$ cat config.mk
export PLATFORM = sky130hd
export DESIGN_NAME = bram_heap_pq
export DESIGN_NICKNAME = d
export VERILOG_FILES = /design/src/rtl/bram_heap_pq.sv
export SDC_FILE = /design/constraint.sdc
export NUM_CORES = 1
export LEC_CHECK = 0
export BUFFER_PORTS_ARGS = -buffer_cell sky130_fd_sc_hd__buf_4
export CORE_MARGIN = 2
export CORE_UTILIZATION = 50
export DETAILED_ROUTE_END_ITERATION = 8
export PLACE_DENSITY = 0.66
export SLEW_MARGIN = 20
export SYNTH_ARGS = -nofsm -noshare
export SYNTH_HDL_FRONTEND = slang
export SYNTH_SLANG_ARGS = --single-unit
$ cat constraint.sdc
create_clock -name CLK -period 8.2 [get_ports CLK]
set_input_delay 0.82 -clock CLK [delete_from_list [all_inputs] [get_ports CLK]]
set_output_delay 0.82 -clock CLK [all_outputs]
set_load 0.03 [all_outputs]
$ cat src/rtl/bram_heap_pq.sv
// Binary-heap priority queue: keys live in a sync-read RAM, root mirrored in a register.
// Enqueue sifts up, dequeue/replace sift down; o_ready is low while a sift is in flight.
module bram_heap_pq #(
  parameter int unsigned QUEUE_SIZE = 15,
  parameter int unsigned DATA_WIDTH = 16,
  parameter int unsigned MIN_MODE   = 0
) (
  input  logic                                 CLK,
  input  logic                                 RSTn,
  input  logic                                 i_wrt,
  input  logic                                 i_read,
  input  logic [DATA_WIDTH-1:0]                i_data,
  output logic                                 o_ready,
  output logic                                 o_full,
  output logic                                 o_empty,
  output logic [$clog2(QUEUE_SIZE+1)-1:0]      o_count,
  output logic [DATA_WIDTH-1:0]                o_data,
  output logic                                 o_err
);

  localparam int unsigned NW = $clog2(QUEUE_SIZE + 1);
  // Wide enough for child indices up to 2*QUEUE_SIZE
  localparam int unsigned CW = $clog2(2 * QUEUE_SIZE + 1);
  localparam int unsigned AW = $clog2(QUEUE_SIZE);

  typedef enum logic [2:0] {IDLE, UP_RD, UP_CMP, DN_RD, DN_CMP, FINISH} state_e;

  state_e                state_q, state_d;
  logic [CW-1:0]         idx_q, idx_d;
  logic [DATA_WIDTH-1:0] x_q, x_d;
  logic [NW-1:0]         cnt_q, cnt_d;
  logic [NW-1:0]         cnt_new_q, cnt_new_d;
  logic                  ld_x_q, ld_x_d;
  logic [DATA_WIDTH-1:0] root_q, root_d;
  logic [DATA_WIDTH-1:0] data_q, data_d;
  logic                  ready_q, ready_d;
  logic                  full_q, full_d;
  logic                  empty_q, empty_d;
  logic                  err_q, err_d;

  logic [DATA_WIDTH-1:0] mem_q [QUEUE_SIZE];
  logic [DATA_WIDTH-1:0] rd_a_q, rd_b_q;
  logic [AW-1:0]         raddr_a, raddr_b, waddr;
  logic [DATA_WIDTH-1:0] wdata;
  logic                  we;

  logic [CW-1:0]         par_c, c1_c, c2_c, best_idx;
  logic                  c1_ok, c2_ok;
  logic [DATA_WIDTH-1:0] best_val;

  function automatic logic beats(input logic [DATA_WIDTH-1:0] a, input logic [DATA_WIDTH-1:0] b);
    return (MIN_MODE != 0) ? (a < b) : (a > b);
  endfunction

  assign par_c    = (idx_q - CW'(1)) >> 1;
  assign c1_c     = (idx_q << 1) + CW'(1);
  assign c2_c     = (idx_q << 1) + CW'(2);
  assign c1_ok    = c1_c < CW'(cnt_new_q);
  assign c2_ok    = c2_c < CW'(cnt_new_q);
  // Pick the right child only if it strictly beats the left one
  assign best_idx = (c2_ok && beats(rd_b_q, rd_a_q)) ? c2_c : c1_c;
  assign best_val = (c2_ok && beats(rd_b_q, rd_a_q)) ? rd_b_q : rd_a_q;

  always_comb begin
    state_d   = state_q;
    idx_d     = idx_q;
    x_d       = x_q;
    cnt_d     = cnt_q;
    cnt_new_d = cnt_new_q;
    ld_x_d    = 1'b0;
    root_d    = root_q;
    data_d    = data_q;
    full_d    = full_q;
    empty_d   = empty_q;
    err_d     = 1'b0;
    raddr_a   = '0;
    raddr_b   = '0;
    we        = 1'b0;
    waddr     = '0;
    wdata     = '0;

    case (state_q)
      IDLE: begin
        if (i_wrt || i_read) begin
          if (i_read && !i_wrt && empty_q) begin
            err_d = 1'b1;
          end else if (i_wrt && !i_read && full_q) begin
            err_d = 1'b1;
          end else if (i_wrt && (!i_read || empty_q)) begin
            x_d       = i_data;
            idx_d     = CW'(cnt_q);
            cnt_new_d = cnt_q + NW'(1);
            state_d   = UP_RD;
          end else if (i_wrt) begin
            x_d       = i_data;
            idx_d     = '0;
            cnt_new_d = cnt_q;
            state_d   = DN_RD;
          end else begin
            // Last key becomes the sift-down candidate; it arrives in DN_RD
            raddr_a   = AW'(cnt_q - NW'(1));
            ld_x_d    = 1'b1;
            idx_d     = '0;
            cnt_new_d = cnt_q - NW'(1);
            state_d   = (cnt_q == NW'(1)) ? FINISH : DN_RD;
          end
        end
      end
      UP_RD: begin
        if (idx_q == '0) begin
          state_d = FINISH;
        end else begin
          raddr_a = AW'(par_c);
          state_d = UP_CMP;
        end
      end
      UP_CMP: begin
        if (beats(x_q, rd_a_q)) begin
          we      = 1'b1;
          waddr   = AW'(idx_q);
          wdata   = rd_a_q;
          idx_d   = par_c;
          state_d = UP_RD;
        end else begin
          state_d = FINISH;
        end
      end
      DN_RD: begin
        raddr_a = (c1_c < CW'(QUEUE_SIZE)) ? AW'(c1_c) : '0;
        raddr_b = (c2_c < CW'(QUEUE_SIZE)) ? AW'(c2_c) : '0;
        if (ld_x_q) x_d = rd_a_q;
        state_d = DN_CMP;
      end
      DN_CMP: begin
        if (c1_ok && beats(best_val, x_q)) begin
          we      = 1'b1;
          waddr   = AW'(idx_q);
          wdata   = best_val;
          idx_d   = best_idx;
          state_d = DN_RD;
        end else begin
          state_d = FINISH;
        end
      end
      FINISH: begin
        if (cnt_new_q != '0) begin
          we    = 1'b1;
          waddr = AW'(idx_q);
          wdata = x_q;
        end
        cnt_d   = cnt_new_q;
        full_d  = (cnt_new_q == NW'(QUEUE_SIZE));
        empty_d = (cnt_new_q == '0);
        data_d  = (cnt_new_q == '0) ? '0 : ((idx_q == '0) ? x_q : root_q);
        state_d = IDLE;
      end
      default: state_d = IDLE;
    endcase

    // Track every write to slot 0 so the new root is known at FINISH
    if (we && (waddr == '0)) root_d = wdata;
    ready_d = (state_d == IDLE);
  end

  always_ff @(posedge CLK or negedge RSTn) begin
    if (!RSTn) begin
      state_q   <= IDLE;
      idx_q     <= '0;
      x_q       <= '0;
      cnt_q     <= '0;
      cnt_new_q <= '0;
      ld_x_q    <= 1'b0;
      root_q    <= '0;
      data_q    <= '0;
      ready_q   <= 1'b1;
      full_q    <= 1'b0;
      empty_q   <= 1'b1;
      err_q     <= 1'b0;
    end else begin
      state_q   <= state_d;
      idx_q     <= idx_d;
      x_q       <= x_d;
      cnt_q     <= cnt_d;
      cnt_new_q <= cnt_new_d;
      ld_x_q    <= ld_x_d;
      root_q    <= root_d;
      data_q    <= data_d;
      ready_q   <= ready_d;
      full_q    <= full_d;
      empty_q   <= empty_d;
      err_q     <= err_d;
    end
  end

  // Key storage: one write port, two registered read ports
  always_ff @(posedge CLK) begin
    if (we) mem_q[waddr] <= wdata;
    rd_a_q <= mem_q[raddr_a];
    rd_b_q <= mem_q[raddr_b];
  end

  assign o_ready = ready_q;
  assign o_full  = full_q;
  assign o_empty = empty_q;
  assign o_count = cnt_q;
  assign o_data  = data_q;
  assign o_err   = err_q;

endmodule

==> impl_table.tex <==
\begin{tabular}{lr}
\hline
Metric & Value \\
\hline
\multicolumn{2}{l}{\textbf{Outcome}} \\
\quad Run status & finished, final reports clean \\
\multicolumn{2}{l}{\textbf{CTS}} \\
\quad Clock slew at reported path FFs & 60 ps \\
\quad Buffer count from post-CTS setup fixing & 0 \\
\quad CTS tree & done \\
\quad Number of gates resized after cts & 0 \\
\quad Number of CTS-inserted buffers & 37 \\
\quad Deepest clock path buffer count & 3 \\
\quad Insertion delay of the later-clocked pin in the worst-skew pair & 540 ps \\
\quad TritonCTS Sinks & 341 \\
\quad Post-CTS Hold Fix Bufs & 0 \\
\quad CTS HTree Levels & 2 \\
\quad CTS Root Cell & sky130\_fd\_sc\_hd\_\_clkbuf\_16 \\
\multicolumn{2}{l}{\textbf{Synth}} \\
\quad Async set or reset register ratio after synthesis & 20.2\% \\
\quad Total nets after synthesis & 1361 \\
\quad \#FFs+latches synth & 341 \\
\quad Number of synthesized flops with an enable pin & 240 \\
\quad Top area cells in the synthesized netlist & sky130\_fd\_sc\_hd\_\_edfxtp\_1 43\%, sky130\_fd\_sc\_hd\_\_dfrtp\_1 10\%, sky130\_fd\_sc\_hd\_\_mux2i\_1 8.8\% \\
\quad Mean instance size in the synthesized netlist & 13.1 um\^{}2 \\
\quad Leading area contributor after synthesis & sky130\_fd\_sc\_hd\_\_edfxtp\_1 \\
\quad Count of unique library cells instantiated by Yosys & 69 \\
\quad Netlist area before placement & 0.0167 mm\^{}2 \\
\quad Ranking of synthesized cells by instance count & 240 x sky130\_fd\_sc\_hd\_\_edfxtp\_1, 147 x sky130\_fd\_sc\_hd\_\_mux2i\_1, 97 x sky130\_fd\_sc\_hd\_\_nand2\_1, 78 x sky130\_fd\_sc\_hd\_\_o21ai\_0, 67 x sky130\_fd\_sc\_hd\_\_dfrtp\_1 \\
\quad Number of warnings printed during yosys synthesis & 0 \\
\quad Proportion of netlist area held by the largest area contributor & 43.1\% \\
\quad Sequential share of the synthesized area & 57.3\% \\
\quad Most used standard cell by instance count after synthesis & sky130\_fd\_sc\_hd\_\_edfxtp\_1 \\
\quad Top FF cell, synth & sky130\_fd\_sc\_hd\_\_edfxtp\_1 \\
\quad Post-Syn Instances & 1280 \\
\multicolumn{2}{l}{\textbf{Placement}} \\
\quad Area post-placement & 0.0175 mm\^{}2 \\
\quad Count of input and output buffers & 43 \\
\quad Worst setup slack after placement & 2270 ps \\
\quad Half-perimeter wire length after placement & 26.8 mm \\
\quad Final weighted congestion in routability-driven placement & 0.947 \\
\multicolumn{2}{l}{\textbf{Job}} \\
\quad Max Cap Viol & 0 \\
\multicolumn{2}{l}{\textbf{Routing}} \\
\quad Wire length after detailed routing & 42.9 mm \\
\quad Drt drc & 0 \\
\quad Pre-Repair DR Iteration Count & 5 \\
\quad Via/cell ratio & 6.09 \\
\quad Average wire length per cell after detail routing & 24.0 um \\
\quad DRC violation total after the first TritonRoute iteration & 1115 \\
\quad Vias post-DR & 10.9k \\
\quad ANT nets after route & 0 \\
\multicolumn{2}{l}{\textbf{Power}} \\
\quad NetSw & 0.00290 W \\
\quad Share of total power in sequential cells & 35.4\% \\
\quad Internal power contribution & 0.00442 W \\
\quad P\_leak & 7.08 nW \\
\quad Net switching fraction of the power & 39.7\% \\
\quad Part of the total power dissipated in combinational logic & 42.4\% \\
\quad Clock network fraction of design power & 22.2\% \\
\quad Pwr dens & 391 mW/mm\^{}2 \\
\quad Max IR drop VDD & 0.189 mV \\
\multicolumn{2}{l}{\textbf{Cells and area}} \\
\quad Layout overhead on the synthesized area & 12.0\% \\
\quad Fin util & 57.3\% \\
\quad ANT cells & 0 \\
\quad Number of nets in the layout & 1397 \\
\quad Non-Filler Cell Area, Final & 0.0187 mm\^{}2 \\
\quad Share of post-route cells with drive strength above 1 & 18.1\% \\
\multicolumn{2}{l}{\textbf{Timing}} \\
\quad Unrepaired setup endpoints after global routing & false \\
\quad WHS & 432 ps \\
\quad Final setup violation count & 0 \\
\quad Share of the clock period used by the worst path & 69.2\% \\
\quad Final setup skew & 24.1 ps \\
\quad Worst-case setup margin in the final layout & 2530 ps \\
\quad Total Negative Setup Slacks & 0 ps \\
\quad Number of hold violations in the final report & 0 \\
\quad Slew Limit Fails & 0 \\
\quad Max Freq & 0.176 GHz \\
\quad Tmin final & 5670 ps \\
\quad Worst-case headroom to the max-slew limit & 25.9\% \\
\quad Worst-margin pin slew & 1110 ps \\
\multicolumn{2}{l}{\textbf{Critical path}} \\
\quad Maximum single-stage delay on the critical path & 730 ps \\
\quad Type of element capturing the critical path & flip-flop \\
\quad Maximum fanout along the worst path & 35 \\
\quad Critical Setup Path Class & flip-flop to flip-flop \\
\quad Family of cells with the greatest summed delay on the critical path & compound AO/OA/AOI/OAI gates \\
\quad Worst path arrival time & 5950 ps \\
\quad Combined buffer and inverter count along the critical path & 1 \\
\quad Count of cell instances traversed by the critical path & 16 \\
\quad Critical-path top delay cell & sky130\_fd\_sc\_hd\_\_a211oi\_4 \\
\quad Critical path required time & 8470 ps \\
\quad Ordered cell list for the critical path & inv\_1 > ha\_1 > ha\_1 > o21a\_1 > o21ai\_0 > nand2\_1 > nor2\_4 > o21ai\_0 > ha\_1 > nor2b\_1 > o211ai\_1 > a2111o\_1 > a31o\_2 > a211oi\_4 > o21ai\_0 > nand2\_1 \\
\quad Worst setup SP type & flip-flop \\
\quad Worst Reg-to-Reg Cells & 16 \\
\multicolumn{2}{l}{\textbf{Floorplan}} \\
\quad Number of placement rows & 66 \\
\quad Core Box Area & 0.0327 mm\^{}2 \\
\quad Top Ports & 44 \\
\quad Die area & 0.0349 mm\^{}2 \\
\quad Initial Utilization & 51.1\% \\
\quad Die W & 187 um \\
\quad Die boundary height & 187 um \\
\multicolumn{2}{l}{\textbf{Global route}} \\
\quad Largest net degree at the start of global routing & 70 \\
\quad Initial antenna violation count & 0 \\
\quad GRT Util Overall & 24.5\% \\
\quad First-pass GRT wire length & 64.9 mm \\
\quad Total gr overflow & 0 \\
\quad Vias in the first global route & 10.5k \\
\multicolumn{2}{l}{\textbf{Min path}} \\
\quad Class of the worst hold path & primary input to asynchronous set/reset pin \\
\hline
\end{tabular}
==> per-layer routing <==
metal | wire length [um] | global-route usage, % | part of all wire, % | vias up
met4 | 1020 | 6.41 | 2.4 | 0
met5 | 0 | 0 | 0 | -
li1 | - | - | - | 4969
met2 | 19700 | 38.7 | 46 | 460
met1 | 18700 | 35.4 | 44 | 5385
met3 | 3440 | 4.07 | 8.0 | 68
==> cell families after synthesis <==
logic type      share of synthesized area (%)
flops                                    57.3
compound gates                           10.6
simple gates                             6.73
mux                                      16.8
buf+inv                                  3.54
fa+ha+maj                                4.56
xor+xnor                                0.524
==> flip-flops by register name, indices dropped and copies added (netlist names) <==
signal     cells
cnt_new_q      4
idx_q          5
ld_x_q         1
mem_q        240
o_count        4
o_data        16
o_empty        1
o_err          1
o_full         1
o_ready        1
rd_a_q        16
rd_b_q        16
root_q        16
state_q        3
x_q           16
==> stage by stage <==
stage / power (W) / std cells
2_1_floorplan: 0.00481 / 1280
3_3_place_gp: 0.00561 / 1719
3_5_place_dp: 0.00568 / 1719
4_1_cts: 0.00731 / 1787
5_1_grt: 0.00774 / 1787
6_report: 0.00732 / 1787
==> placed cells by master (no fill, tap or decap), types with 7 or more instances in the layout <==
master / count
sky130_fd_sc_hd__a211oi_1: 17
sky130_fd_sc_hd__nor2b_1: 8
sky130_fd_sc_hd__edfxtp_1: 240
sky130_fd_sc_hd__nor3_2: 9
sky130_fd_sc_hd__a22o_1: 17
sky130_fd_sc_hd__clkbuf_16: 37
sky130_fd_sc_hd__nor2_1: 47
sky130_fd_sc_hd__inv_1: 45
sky130_fd_sc_hd__nand3_1: 9
sky130_fd_sc_hd__nand2_1: 97
sky130_fd_sc_hd__mux2_4: 15
sky130_fd_sc_hd__dfxtp_1: 32
sky130_fd_sc_hd__dfrtp_1: 67
sky130_fd_sc_hd__mux2i_1: 147
sky130_fd_sc_hd__nand2b_1: 7
sky130_fd_sc_hd__clkinv_2: 8
sky130_fd_sc_hd__mux2_1: 7
sky130_fd_sc_hd__mux4_2: 32
sky130_fd_sc_hd__nand4_1: 12
sky130_fd_sc_hd__ha_1: 61
sky130_fd_sc_hd__o21ai_0: 78
sky130_fd_sc_hd__a31oi_1: 33
sky130_fd_sc_hd__a22oi_1: 18
sky130_fd_sc_hd__a21oi_1: 45
sky130_fd_sc_hd__mux2_2: 28
sky130_fd_sc_hd__clkbuf_1: 10
sky130_fd_sc_hd__o21ai_1: 36
sky130_fd_sc_hd__buf_4: 76
==> final timing paths <==
| check | from | to | slack [ps] |
|---|---|---|---|
| worst max-delay path | idx_q[0] | mem_q[12][11] | 2530 |
| worst min-delay path | RSTn | idx_q[0] | 430 |
| worst max register to register | idx_q[0] | mem_q[12][11] | 2530 |
| worst min register to register | o_data[15] | o_data[15] | 480 |
| max in group asynchronous | RSTn | root_q[6] | 7190 |
| min in group CLK | o_data[15] | o_data[15] | 480 |
==> cell type report <==
type	instances	area [um^2]
clock buffers	48	977
well taps	442	553
repair buffers	76	571
inverters	45	169
clock inverters	20	198
multi-input cells	815	6680
flip-flops and latches	341	9580
fillers	2630	14000
==> power by group through the flow <==
| stage | clock network [W] | logic [W] | registers, W |
|---|---|---|---|
| after floorplan | 0 | 0.00229 | 0.00251 |
| after global placement | 0 | 0.00300 | 0.00261 |
| after detailed placement | 0 | 0.00307 | 0.00261 |
| after CTS | 0.00165 | 0.00308 | 0.00258 |
| after global routing | 0.00172 | 0.00340 | 0.00262 |
| final | 0.00163 | 0.00310 | 0.00259 |
No activity file was read; power rests on OpenSTA's default activity.
